### src/rtl/arm_pkg.sv
// Shared ARM field positions and the NZCV flag type used by the fetch/issue
// slice of the core.
package arm_pkg;

  localparam int FLAG_N = 3;
  localparam int FLAG_Z = 2;
  localparam int FLAG_C = 1;
  localparam int FLAG_V = 0;

  localparam int COND_HI  = 31;
  localparam int COND_LO  = 28;
  localparam int CLASS_HI = 27;
  localparam int CLASS_LO = 26;
  localparam int S_BIT    = 20;

  localparam logic [1:0] CLASS_DP = 2'b00;

  typedef logic [3:0] nzcv_t;

endpackage

### src/rtl/ir_flag_stage_if.sv
// Fetch-side and issue-side handshakes of the instruction/flag stage.
// Valid/ready: a word moves on a rising edge where valid & ready are both high;
// valid never depends combinationally on ready, and ready may rise or fall freely.
interface ir_flag_stage_if #(parameter int IW = 32);
  logic [IW-1:0] mem_data;
  logic          mem_valid;
  logic          mem_ready;
  logic          out_valid;
  logic          out_ready;
  logic [IW-1:0] ir_out;
  logic [3:0]    cond;

  modport master (
    output mem_data, mem_valid, out_ready,
    input  mem_ready, out_valid, ir_out, cond
  );

  modport slave (
    input  mem_data, mem_valid, out_ready,
    output mem_ready, out_valid, ir_out, cond
  );
endinterface

### src/rtl/instr_fifo.sv
// Small instruction buffer with flush; head holds the last popped word while
// empty so downstream sees a stable value.
module instr_fifo #(
  parameter int DEPTH = 2,
  parameter int W     = 32
) (
  input  logic                     clk,
  input  logic                     rst_n,
  input  logic                     push,
  input  logic                     pop,
  input  logic                     flush,
  input  logic [W-1:0]             din,
  output logic [W-1:0]             head,
  output logic                     full,
  output logic                     empty,
  output logic [$clog2(DEPTH):0]   count
);
  localparam int AW = $clog2(DEPTH);

  logic [W-1:0]  mem [DEPTH];
  logic [AW-1:0] wptr;
  logic [AW-1:0] rptr;
  logic [AW:0]   cnt;
  logic [W-1:0]  last_q;

  always_ff @(posedge clk or negedge rst_n) begin
    if (!rst_n) begin
      wptr   <= '0;
      rptr   <= '0;
      cnt    <= '0;
      last_q <= '0;
      for (int i = 0; i < DEPTH; i++) mem[i] <= '0;
    end else if (flush) begin
      wptr <= '0;
      rptr <= '0;
      cnt  <= '0;
    end else begin
      if (push) begin
        mem[wptr] <= din;
        wptr      <= wptr + 1'b1;
      end
      if (pop) begin
        last_q <= mem[rptr];
        rptr   <= rptr + 1'b1;
      end
      case ({push, pop})
        2'b10:   cnt <= cnt + 1'b1;
        2'b01:   cnt <= cnt - 1'b1;
        default: cnt <= cnt;
      endcase
    end
  end

  assign empty = (cnt == '0);
  assign full  = (cnt == (AW+1)'(DEPTH));
  assign count = cnt;
  assign head  = empty ? last_q : mem[rptr];

endmodule

### src/rtl/ir_flag_stage.sv
// Buffers fetched words, holds NZCV, and withholds issue while an issued
// flag-setting instruction has not yet written its flags back.
module ir_flag_stage
  import arm_pkg::*;
#(
  parameter int DEPTH = 2,
  parameter int IW    = 32
) (
  input  logic               clk,
  input  logic               rst_n,
  ir_flag_stage_if.slave     bus,
  input  logic               flush,
  input  nzcv_t              alu_flags,
  input  logic               flags_we,
  input  logic               cond_pass,
  output nzcv_t              flags,
  output logic               flag_pending
);
  localparam int CW = $clog2(DEPTH) + 1;

  logic          push;
  logic          pop;
  logic          full;
  logic          empty;
  logic [CW-1:0] count;
  logic [IW-1:0] head;
  logic          sets_flags;
  nzcv_t         flags_q;
  logic          pending_q;

  // Flush drops any word offered in the same cycle.
  assign push = bus.mem_valid & bus.mem_ready & ~flush;
  assign pop  = bus.out_valid & bus.out_ready;

  instr_fifo #(.DEPTH(DEPTH), .W(IW)) u_fifo (
    .clk   (clk),
    .rst_n (rst_n),
    .push  (push),
    .pop   (pop),
    .flush (flush),
    .din   (bus.mem_data),
    .head  (head),
    .full  (full),
    .empty (empty),
    .count (count)
  );

  assign bus.mem_ready = (count < CW'(DEPTH));
  assign bus.out_valid = ~empty & ~pending_q & ~flush;
  assign bus.ir_out    = head;
  assign bus.cond      = head[COND_HI:COND_LO];

  assign sets_flags = (head[CLASS_HI:CLASS_LO] == CLASS_DP) & head[S_BIT];

  // A new writer issuing in the same cycle as a completing write keeps pending high.
  always_ff @(posedge clk or negedge rst_n) begin
    if (!rst_n) begin
      pending_q <= 1'b0;
      flags_q   <= '0;
    end else begin
      if (pop & sets_flags & cond_pass) pending_q <= 1'b1;
      else if (flags_we)                pending_q <= 1'b0;
      if (flags_we) flags_q <= alu_flags;
    end
  end

  assign flags        = flags_q;
  assign flag_pending = pending_q;

  a_no_push_full: assert property (@(posedge clk) disable iff (!rst_n) !(push && full));
  a_no_pop_empty: assert property (@(posedge clk) disable iff (!rst_n) !(pop && empty));

endmodule
### src/flat_wrapper.sv
// flat-port wrapper written by rule: the top's interface ports become plain ports
module ir_flag_stage_flat import arm_pkg::*;
#(
  parameter int DEPTH = 2,
  parameter int IW    = 32
)
  (clk, rst_n, flush, alu_flags, flags_we, cond_pass, flags, flag_pending, bus_mem_data, bus_mem_valid, bus_out_ready, bus_mem_ready, bus_out_valid, bus_ir_out, bus_cond);
  ir_flag_stage_if #(.IW(IW)) bus_i ();
  input  logic clk;
  input  logic rst_n;
  input  logic flush;
  input  nzcv_t alu_flags;
  input  logic flags_we;
  input  logic cond_pass;
  output nzcv_t flags;
  output logic flag_pending;
  input wire logic [$bits(bus_i.mem_data)-1:0] bus_mem_data;
  input wire logic [$bits(bus_i.mem_valid)-1:0] bus_mem_valid;
  input wire logic [$bits(bus_i.out_ready)-1:0] bus_out_ready;
  output wire logic [$bits(bus_i.mem_ready)-1:0] bus_mem_ready;
  output wire logic [$bits(bus_i.out_valid)-1:0] bus_out_valid;
  output wire logic [$bits(bus_i.ir_out)-1:0] bus_ir_out;
  output wire logic [$bits(bus_i.cond)-1:0] bus_cond;
  assign bus_i.mem_data = bus_mem_data;
  assign bus_i.mem_valid = bus_mem_valid;
  assign bus_i.out_ready = bus_out_ready;
  assign bus_mem_ready = bus_i.mem_ready;
  assign bus_out_valid = bus_i.out_valid;
  assign bus_ir_out = bus_i.ir_out;
  assign bus_cond = bus_i.cond;
  ir_flag_stage #(.DEPTH(DEPTH), .IW(IW)) u_core (.clk(clk), .rst_n(rst_n), .bus(bus_i), .flush(flush), .alu_flags(alu_flags), .flags_we(flags_we), .cond_pass(cond_pass), .flags(flags), .flag_pending(flag_pending));
endmodule
### config.mk
export PLATFORM = sky130hd
export DESIGN_NAME = ir_flag_stage_flat
export DESIGN_NICKNAME = d
export VERILOG_FILES = /design/src/rtl/arm_pkg.sv /design/src/rtl/ir_flag_stage_if.sv /design/src/rtl/instr_fifo.sv /design/src/rtl/ir_flag_stage.sv /design/src/flat_wrapper.sv
export SDC_FILE = /design/constraint.sdc
export NUM_CORES = 1
export LEC_CHECK = 0
export CORE_ASPECT_RATIO = 0.6
export CORE_UTILIZATION = 55
export CTS_CLUSTER_DIAMETER = 150
export CTS_CLUSTER_SIZE = 20
export DETAILED_ROUTE_END_ITERATION = 16
export PLACE_DENSITY = 0.84
export RECOVER_POWER = 50
export SKIP_CTS_REPAIR_TIMING = 1
export SLEW_MARGIN = 20
export SYNTH_ARGS = -nofsm -noshare
export SYNTH_HDL_FRONTEND = slang
export SYNTH_SLANG_ARGS = --single-unit
export TNS_END_PERCENT = 30
### constraint.sdc
create_clock -name clk -period 4.7 [get_ports clk]
set_clock_uncertainty 0.05 [all_clocks]
set_input_delay 0.94 -clock clk [delete_from_list [all_inputs] [get_ports clk]]
set_output_delay 0.94 -clock clk [all_outputs]
set_load 0.02 [all_outputs]
## Word-level counts from Yosys, hierarchy flattened

Cells that the tools add are included.

| storage, ports and cells | value |
|---|---|
| flip-flop bits (word level) | 105 |
| input port bits | 43 |
| output and inout port bits | 43 |
| logic and storage cells | 55 |

| operators by class | value |
|---|---|
| add/sub/neg operators | 4 |
| magnitude comparators | 4 |
| equality and inequality tests | 2 |
| mux-type cells | 15 |
| bitwise logic cells | 13 |
| reductions and logical operators | 9 |

Operators by type and width:

| cell | number |
|---|---|
| $mux 32 | 5 |
| $bwmux 64 | 1 |
| $demux 32 s1 | 1 |
| $and 1x1->1 | 8 |
| $mux 1 | 6 |
| $reduce_bool 2->1 | 3 |
| $ge 2x2->1 const B | 2 |
| $logic_not 2->1 | 2 |
| $not 1->2 | 2 |
| $pmux 2 s2 | 1 |
| $reduce_and 2->1 | 2 |
| $not 1->1 | 3 |
| $reduce_bool 3->1 | 1 |
| $add 1x1->1 const B | 2 |
| $add 2x1->2 const B | 1 |
| $eq 2x1->1 const B | 1 |
| $eq 2x2->1 const B | 1 |
| $lt 2x1->1 const B | 1 |
| $lt 2x2->1 const B | 1 |
| $mux 2 | 1 |
| $sub 2x1->2 const B | 1 |
| $logic_and 1x1->1 | 1 |

## Longest topological paths before layout

| logic depth | value |
|---|---|
| word-level depth | 10 |
| gate-level depth with buffers | 6 |
| gate-level depth less buffers | 4 |

## Modules after synthesis

Synthesis repeated with hierarchy kept, for this count alone.

| unflattened totals | value |
|---|---|
| cells, all modules | 388 |
| area total of the unflattened synthesis | 4665.7 µm² |

Modules (own cells, without submodules):

| module | times used | cells an instance | area each (µm²) | seq. area each (µm²) |
|---|---|---|---|---|
| instr_fifo | 1 | 368 | 4408.0 | 2502.4 |
| ir_flag_stage | 1 | 20 | 257.7 | 125.1 |

## Worst setup path before layout

No wires, ideal clock.

| path | value |
|---|---|
| path type | register to output |
| from | register u_core.u_fifo.cnt[1], in the netlist u_core.u_fifo.count[1] |
| to | output bus_ir_out[30] |
| data arrival time | 1752 ps |
| required time | 3710 ps |
| setup slack | 1958 ps |
| cell stages (with the launch flop) | 7 |
| path buffers | 4 |
| cells stage by stage | dfrtp_1 > or2_1 > buf_2 > buf_2 > buf_2 > a21oi_1 > buf_4 |

| between the ends | value |
|---|---|
| longest elaborated chain between the ends | 2 |

RTL lines:

| element | line | source |
|---|---|---|
| from (decl) | instr_fifo.sv:23 | `logic [AW:0] cnt;` |
| from (signal assigned) | instr_fifo.sv:47 | `2'b10: cnt <= cnt + 1'b1;` |
| from (signal assigned) | instr_fifo.sv:48 | `2'b01: cnt <= cnt - 1'b1;` |
| from (signal assigned) | instr_fifo.sv:49 | `default: cnt <= cnt;` |
| $logic_not 2->1 | instr_fifo.sv:54 | `assign empty = (cnt == '0);` |
| $mux 32 | instr_fifo.sv:57 | `assign head = empty ? last_q : mem[rptr];` |
| to (decl) | flat_wrapper.sv:22 | `output wire logic [$bits(bus_i.ir_out)-1:0] bus_ir_out;` |

No other way between the ends.

## Worst setup path in the final report

| path | value |
|---|---|
| from | input bus_mem_valid |
| to | register u_core.u_fifo.mem[55] (netlist bit) |

| between the ends | value |
|---|---|
| longest elaborated chain between the ends | 3 |

RTL lines:

| element | line | source |
|---|---|---|
| from (decl) | flat_wrapper.sv:18 | `input wire logic [$bits(bus_i.mem_valid)-1:0] bus_mem_valid;` |
| $and 1x1->1 (2 in a row) | ir_flag_stage.sv:32 | `assign push = bus.mem_valid & bus.mem_ready & ~flush;` |
| $reduce_and 2->1 (no source line) | n/a |  |
| to (signal, indexed assignment) | instr_fifo.sv:39 | `mem[wptr] <= din;` |
| to (decl) | instr_fifo.sv:20 | `logic [W-1:0] mem [DEPTH];` |

No other way between the ends.
A chain may end at the register's enable or synchronous reset.

==> key figures <==
Yosys
  • Synth Register Bits: 105
  • Asr flop ratio synth: 1.000
  • Synth area leader: dfrtp_1
  • Cell count after synthesis: 384
  • Post-synth EDFFs: 0
  • Synth Area per Inst: 12.03 um^2
  • Top-count cell post-synth: dfrtp_1
  • Sequential share of the synthesized area: 0.5690
  • Top cell type's share of synthesized area: 0.5690
  • Synth cell count leaders: dfrtp_1, mux2_2, o21ai_0
  • Post-synthesis cell type count: 29
  • Synth Warn #: 0
  • Main synth FF type: dfrtp_1
  • Synthesized cell area: 4618 um^2
  • Synth area leaders: dfrtp_1, mux2_2, mux2i_1
  • Mapped Nets: 427

Hold path
  • Hold crit path type: flop to flop
  • Min-Delay Startpoint: u_core.u_fifo.last_q[30]
  • Hold endpoint: u_core.u_fifo.last_q[30]
  • Worst Hold Depth: 2

Routing
  • Routed vias/inst: 5.440
  • First DRT Iteration DRCs: 205
  • Drt total wl: 9361 um
  • Total iterations of the first detailed-routing run: 4
  • DRC: 0
  • ANT nets after route: 0
  • Via count of the routed design: 3079
  • Wire length per cell: 16.54 um

GRT
  • Pin count of the biggest net entering global routing: 76
  • Total GRT Usage: 0.2367
  • Antenna violations before repair: 0
  • Vias in the first global route: 3232
  • First-pass GRT wire length: 15530 um
  • Total congestion overflow: 0

Worst setup path
  • CP Class: input pin to flop
  • Critical Path AT: 3940 ps
  • Reg2Reg Depth: 4
  • Crit path capture type: flop
  • Crit-path slowest cell: clkbuf_1
  • WP data required: 4870 ps
  • RR Startpoint: u_core.u_fifo.count[1]
  • Slowest cell delay on critical path: 1440 ps
  • Max FO, Critical Path: 32
  • Worst R2R Setup Slack: 1690 ps
  • Crit-path cells: dlygate4sd3_1 > nor2b_1 > nor3b_1 > clkbuf_1 > mux2_2
  • Worst R2R End: u_core.u_fifo.mem[55]
  • Crit path launch type: input pin

CTS
  • Worst skew pair latency: 340 ps
  • CTS sink cnt: 105
  • Longest Clk Path Bufs: 2
  • CTS Buf Count: 9
  • Clock slew at reported path FFs: 60 ps
  • # H-tree levels: 3
  • Root Buffer: clkbuf_16
  • TritonCTS clock tree: yes

Timing
  • Fmax: 265.5 MHz
  • Fin worst setup slack: 932.9 ps
  • Period utilisation layout: 0.8015
  • Setup violators final: 0
  • Hold_ws: 433.0 ps
  • Worst relative slew slack: -0.3150
  • Post-route setup TNS: 0 ps
  • RSZ-0062 raised after global routing: no
  • Worst-Margin Slew: 1972 ps
  • Fin. Hold Viols: 0
  • Fin crit period: 3767 ps
  • Final Max Tran Viols: 141

Pwr
  • Peak supply drop: 0.4093 mV
  • Leakage power: 2.410 nW
  • Power Density: 652.7 nW/um^2

Layout
  • Reg area: 2629 um^2
  • Multi-input gate area: 1792 um^2
  • Net count, final: 498
  • Post-layout util: 0.7198
  • Area Growth Syn to Fin: 24.82%
  • Fillers: 597
  • Share of layout cells above drive strength 1: 0.1900
  • N_diodes: 0

Die
  • Initial Util: 0.5767
  • Die ar.: 8779 um^2
  • Height of the die: 72.98 um
  • DIE WIDTH: 120.3 um
  • Core Region: 8008 um^2
  • IO Pins: 86
  • Rows: 25

Placed design
  • Detailed placement HPWL: 6156 um
  • Post-Place Setup Slack: 1218 ps
  • Global placement routability congestion: 0.7582
  • # port buffers: 85

Run
  • Maxcap violations: 3

Status
  • Violations in the final reports: capacitance limit, slew limit
  • Status: finished with violations
==> final cells by class <==
class / count / area share
tap: 108 / 0.02344
clock buffer: 11 / 0.04211
multi-input combinational: 248 / 0.3108
sequential: 105 / 0.4560
timing repair buffer: 89 / 0.1506
inverter: 2 / 0.001302
clock inverter: 3 / 0.01563
==> registers in the layout, indices dropped and copies added, names as in the netlist <==
| register | cells |
|---|---|
| u_core.flags | 4 |
| u_core.flag_pending | 1 |
| u_core.u_fifo.wptr | 1 |
| u_core.u_fifo.mem | 64 |
| u_core.u_fifo.last_q | 32 |
| u_core.u_fifo.rptr | 1 |
| u_core.u_fifo.count | 2 |
==> logic make-up (layout without fill, tap and decap cells) <==
group                     after synthesis  in the layout  share of synthesized area
DFF                                   105            105                     0.5690
muxes                                 100            100                     0.2360
and+or+nand+nor                        77             77                    0.07207
AOI/OAI and AO/OA                      68             68                    0.07532
buffers and inverters                  31            105                    0.04199
xor gates and xnor gates                3              3                   0.005691
==> placed cells by master (no fill, tap or decap) <==
cell type          n
nand2_1           33
clkbuf_1           3
clkbuf_16          9
dlygate4sd3_1      8
o21ai_0           35
and2_1             1
nand3b_1           1
mux2_4             1
or2_4              1
mux2_2            64
a21oi_1           31
bufinv_16          3
clkbuf_2           1
nor3b_1            2
dfrtp_2            1
nand3_1            1
a21oi_2            1
nor2b_1            2
inv_1              2
mux2i_1           32
clkdlybuf4s50_1   76
nor2_1            33
xnor2_1            3
a31o_2             1
and3b_2            1
nand3_2            1
clkbuf_8           1
mux2_1             3
buf_4              2
dfrtp_1          104
nor3_1             1
==> per-stage QoR <==
stage               instances  power [mW]  cell area [um^2]
floorplan                 384       2.359              4618
CTS                       566       3.796              5786
global route              566       3.989              5764
detailed placement        552       2.948              5453
finish                    566       3.763              5764
global placement          552       2.875              5453
==> how the worst max path moves through the flow <==
stage                                      start                    end  cells after the start
after global placement                     flush          bus_out_valid                      4
after CTS                 u_core.u_fifo.count[0]         bus_ir_out[27]                      4
after floorplan           u_core.u_fifo.count[1]         bus_ir_out[30]                      6
after detailed placement                   flush          bus_out_valid                      4
after global routing               bus_mem_valid  u_core.u_fifo.mem[61]                      5
final                              bus_mem_valid  u_core.u_fifo.mem[55]                      5
==> power breakdown <==
group          leakage (nW)  switching (mW)  internal (mW)  total (mW)
Sequential             1.27           0.215           1.25        1.47
Clock                 0.162           0.304          0.529       0.833
Combinational         0.977           0.736          0.723        1.46
Total                  2.41            1.26           2.51        3.76
==> worst max-delay path, delay by kind of cell <==
family	cells	cell delay, ps
multiplexers	1	460
AND/OR/NAND/NOR	2	540
buffers and inverters	2	1990
==> layer usage <==
metal | global-route usage | vias up | share of wire
met5 | 0 | - | 0
met4 | 0.07270 | 0 | 0.0091
met3 | 0.08047 | 8 | 0.064
met2 | 0.3883 | 78 | 0.48
met1 | 0.3012 | 1539 | 0.45
li1 | - | 1454 | -
(Power assumes the default switching activity.)
